--- config.mk ---
export PLATFORM = sky130hd
export DESIGN_NAME = mem_port_requester
export DESIGN_NICKNAME = d
export VERILOG_FILES = /design/src/rtl/mem_port_requester.sv
export SDC_FILE = /design/constraint.sdc
export NUM_CORES = 1
export LEC_CHECK = 0
export CAP_MARGIN = 30
export CORE_MARGIN = 4
export CORE_UTILIZATION = 35
export CTS_CLUSTER_DIAMETER = 80
export CTS_CLUSTER_SIZE = 12
export DETAILED_ROUTE_END_ITERATION = 6
export PLACE_DENSITY = 0.81
export SYNTH_ARGS = -nofsm -noshare
export SYNTH_HDL_FRONTEND = slang
export SYNTH_SLANG_ARGS = --single-unit
--- constraint.sdc ---
create_clock -name clk -period 2 [get_ports clk]
set_input_delay 0.3 -clock clk [delete_from_list [all_inputs] [get_ports clk]]
set_output_delay 0.3 -clock clk [all_outputs]
set_load 0.005 [all_outputs]
--- src/rtl/mem_port_requester.sv ---
// Core-side initiator for the shared multi-lane RAM arbiter: one byte command in,
// own rden/wren bit and byte lane out, one response per command, then bus release.
module mem_port_requester #(
  parameter int NCORES  = 8,
  parameter int CORE_ID = 0,
  parameter int RD_LAT  = 1,
  parameter int TIMEOUT = 255
) (
  input  logic              clk,
  input  logic              rst_n,
  input  logic              core_valid,
  output logic              core_ready,
  input  logic              core_we,
  input  logic [7:0]        core_addr,
  input  logic [7:0]        core_wdata,
  output logic              rsp_valid,
  output logic [7:0]        rsp_data,
  output logic              rsp_err,
  output logic [NCORES-1:0] rden,
  output logic [NCORES-1:0] wren,
  output logic [63:0]       Address,
  output logic [63:0]       Din,
  input  logic [NCORES-1:0] acq,
  input  logic [63:0]       Dq
);

  localparam int          LANE_LO = 8 * CORE_ID;
  localparam logic [15:0] TO_LAST = 16'(TIMEOUT - 1);

  typedef enum logic [1:0] {S_IDLE, S_REQ, S_WAIT, S_REL} state_t;

  typedef struct packed {
    logic       we;
    logic [7:0] addr;
    logic [7:0] wdata;
  } cmd_t;

  state_t      state_q, state_d;
  cmd_t        cmd_q, cmd_d;
  logic        rd_q, rd_d, wr_q, wr_d;
  logic [15:0] to_cnt_q, to_cnt_d;
  logic [1:0]  lat_q, lat_d;
  logic        rv_q, rv_d, re_q, re_d;
  logic [7:0]  rdat_q, rdat_d;

  logic        grant;
  logic [7:0]  dq_lane;
  assign grant   = acq[CORE_ID];
  assign dq_lane = Dq[LANE_LO +: 8];

  // Other cores' grant bits and byte lanes are deliberately ignored.
  logic unused_in;
  assign unused_in = ^{acq, Dq};

  always_comb begin
    state_d  = state_q;
    cmd_d    = cmd_q;
    rd_d     = rd_q;
    wr_d     = wr_q;
    to_cnt_d = to_cnt_q;
    lat_d    = lat_q;
    rv_d     = 1'b0;
    re_d     = 1'b0;
    rdat_d   = 8'h00;
    unique case (state_q)
      S_IDLE: begin
        if (core_valid) begin
          cmd_d    = '{we: core_we, addr: core_addr, wdata: core_wdata};
          rd_d     = ~core_we;
          wr_d     = core_we;
          to_cnt_d = 16'h0;
          state_d  = S_REQ;
        end
      end
      S_REQ: begin
        // A grant on the same edge as the timeout expiry wins.
        if (grant) begin
          rd_d    = 1'b0;
          wr_d    = 1'b0;
          lat_d   = 2'(RD_LAT);
          state_d = S_WAIT;
        end else if (TIMEOUT != 0 && to_cnt_q == TO_LAST) begin
          rd_d    = 1'b0;
          wr_d    = 1'b0;
          rv_d    = 1'b1;
          re_d    = 1'b1;
          state_d = S_REL;
        end else begin
          to_cnt_d = to_cnt_q + 16'd1;
        end
      end
      S_WAIT: begin
        if (lat_q == 2'd1) begin
          rv_d    = 1'b1;
          rdat_d  = cmd_q.we ? 8'h00 : dq_lane;
          state_d = S_REL;
        end
        lat_d = lat_q - 2'd1;
      end
      S_REL: begin
        // Wait out the grant so a stale acq cannot satisfy the next command.
        if (!grant) state_d = S_IDLE;
      end
      default: state_d = S_IDLE;
    endcase
  end

  always_ff @(posedge clk or negedge rst_n) begin
    if (!rst_n) begin
      state_q  <= S_IDLE;
      cmd_q    <= '0;
      rd_q     <= 1'b0;
      wr_q     <= 1'b0;
      to_cnt_q <= 16'h0;
      lat_q    <= 2'd0;
      rv_q     <= 1'b0;
      re_q     <= 1'b0;
      rdat_q   <= 8'h00;
    end else begin
      state_q  <= state_d;
      cmd_q    <= cmd_d;
      rd_q     <= rd_d;
      wr_q     <= wr_d;
      to_cnt_q <= to_cnt_d;
      lat_q    <= lat_d;
      rv_q     <= rv_d;
      re_q     <= re_d;
      rdat_q   <= rdat_d;
    end
  end

  assign core_ready = (state_q == S_IDLE);
  assign rsp_valid  = rv_q;
  assign rsp_err    = re_q;
  assign rsp_data   = rdat_q;
  assign rden       = NCORES'(rd_q) << CORE_ID;
  assign wren       = NCORES'(wr_q) << CORE_ID;
  assign Address    = 64'(cmd_q.addr) << LANE_LO;
  assign Din        = 64'(cmd_q.wdata) << LANE_LO;

endmodule

==> reports/results.ini <==
[sta]
finalSetupViolCount=0
post-route-period-util_pct=94.7
max_freq_mhz=528
hold_viol=0
min_period_ps=1890
finClkSkew_ps=10.8
hold-worst-slack_ps=500
rsz0062_at_grt=true
slew_viol_final=0

[layout]
regArea_um2=1230
fill_cells=933
layout_common_cells=126 x conb_1, 56 x clkdlybuf4s50_1, 47 x dfrtp_1
fin_nets=512
antenna_cells=0
area_delta_synth_final_pct=8.90
multi_input_area_um2=1540
layout_commonest_cell=conb_1
drive_above_1_share_pct=12.1

[routing]
drtIter0Drc=98
drt.antenna.violating_nets=0
routed_via_density=4.06
drc=0
first_pass_iters=4
wire_per_inst_um=11.3
drt_wl_total_um=6130
vias=2201

[setup_path]
worstPathMaxFanout=7
crit_type=reg -> out
worstSetupStartpointType=register
worstPathRequired_ps=1700
worstPathArrival_ps=1590
worst_setup_path_end_kind=output port

[floorplan]
die_area_um2=11400
start_util_pct=36.6
io_pins=247
rows=35
die_x_um=107
die_height_um=107
core_area_um2=9370

[outcome]
status=finished clean

[synthesis]
netlist_instances=360
yosys.area.top_type=dfrtp_1
yosysWarnings=0
synth_ff_type=dfrtp_1
netlist_area_um2=3430
synth_edf_count=0
avgSynthCellArea_um2=9.53
ys_seq_area_share_pct=35.8
ys_types=48
synth_top_area_share_pct=35.8
synth_area_leaders=dfrtp_1 36%, buf_4 32%, mux2_2 5.6%
synth_seq_cells=49
synth-async-reset-ratio_pct=100

[power]
power.density_nw_per_um2=1030
power_mw=3.85
vdd_drop_max_uv=325
p_leak_nw=1.76

[placed_design]
dp.final_hpwl_um=4860
routabilityCongestion=0.794
port_buffers=57

[cts]
numCtsBuffers=5
cts.path.max_buffers=2
clock_latency_ps=300
cts_root_buf=clkbuf_8
clock-sinks=49
cts.clk_slew.worst_paths_ps=90
cts_setup_buffers=0
cts_tree=yes
h-tree-depth=2

[global_route]
grt_usage_pct=9.93
first_global_vias=2088
grt_max_degree=30
antenna_found_initial=0
grt_pass1_wl_um=9440
grt_overflow=0

[min_path]
min_path_type=in -> async

[run]
max-cap-violations=0

metal layers:
| metal | global-route usage (%) | vias up | routed length, um |
|---|---|---|---|
| met5 | 0 | - | 0 |
| met4 | 5.30 | 0 | 107 |
| met3 | 2.05 | 8 | 554 |
| met2 | 18.0 | 110 | 3230 |
| met1 | 10.8 | 1051 | 2240 |
| li1 | - | 1032 | - |
Yosys cell counts (5+ instances only):
| master | number |
|---|---|
| o21ai_0 | 9 |
| nor3_1 | 7 |
| buf_4 | 145 |
| nor2_1 | 8 |
| and2_1 | 9 |
| nand2b_1 | 5 |
| nand2_1 | 24 |
| dfrtp_1 | 49 |
| inv_1 | 11 |
| nand3_1 | 13 |
| ha_1 | 8 |
| mux2_2 | 17 |
| a21oi_1 | 6 |
worst max-delay path, stage by stage, from the launching register on:
cell and delay, ps:
dfrtp_1 450, inv_2 130, ha_4 190, clkdlybuf4s50_1 520
repair_timing:
item | CTS | global route
hold endpoints to repair | 20 | 0
pin swaps | 0 | 2
cloned | 0 | 0
setup endpoints to repair | 2 | 16
gates resized for setup | 2 | 7
hold buffers | 1 | 0
stage by stage:
step                      std cells  setup TNS, ps  util (%)  setup WS (ps)  instance area [um^2]
after global routing            542          -13.9      39.9          -8.42                  3730
after CTS                       542              0      39.7           15.1                  3720
final                           542              0      39.9            105                  3730
after detailed placement        533              0      38.5           8.57                  3610
after global placement          533              0      38.5           65.8                  3610
after floorplan                 485              0         -            153                  3900
worst paths after layout:
check	from	endpoint	slack, ps	cells after the start
worst min-delay path	rst_n	rsp_data[0]	500	2
min in group clk	cmd_q[16]	cmd_q[16]	500	2
worst max register to register	state_q[1]	to_cnt_q[15]	120	7
max in group asynchronous	rst_n	state_q[1]	980	3
worst max-delay path	state_q[0]	core_ready	110	3
worst min register to register	cmd_q[16]	cmd_q[16]	500	2
power by group:
part	internal [mW]	switching [mW]	total, mW
Clock	0.248	0.317	0.565
Combinational	1.00	0.802	1.80
Sequential	1.29	0.194	1.48
Total	2.54	1.31	3.85
final cells by class:
| type | count | area share, % |
|---|---|---|
| multi-input cells | 275 | 41.3 |
| flip-flops and latches | 49 | 32.9 |
| repair buffers | 70 | 18.2 |
| well taps | 129 | 4.32 |
| clock buffers | 7 | 2.04 |
| inverters | 11 | 1.11 |
| clock inverters | 1 | 0.201 |
registers in the layout (all words and copies together) (netlist names):
| register | flops |
|---|---|
| Address | 8 |
| Din | 8 |
| cmd_q | 1 |
| lat_q | 2 |
| rd_q | 1 |
| rsp_data | 8 |
| rsp_err | 1 |
| rsp_valid | 1 |
| state_q | 2 |
| to_cnt_q | 16 |
| wr_q | 1 |
logic make-up after synthesis:
group	count (synthesis)	share of synthesized area (%)
fa+ha+maj	8	2.92
flops	49	35.8
xor+xnor	1	0.255
simple gates	84	13.4
buf+inv	161	33.8
compound gates	37	7.66
mux	19	6.17
other cells	1	0.109
Power figures use the tool's default switching activity.
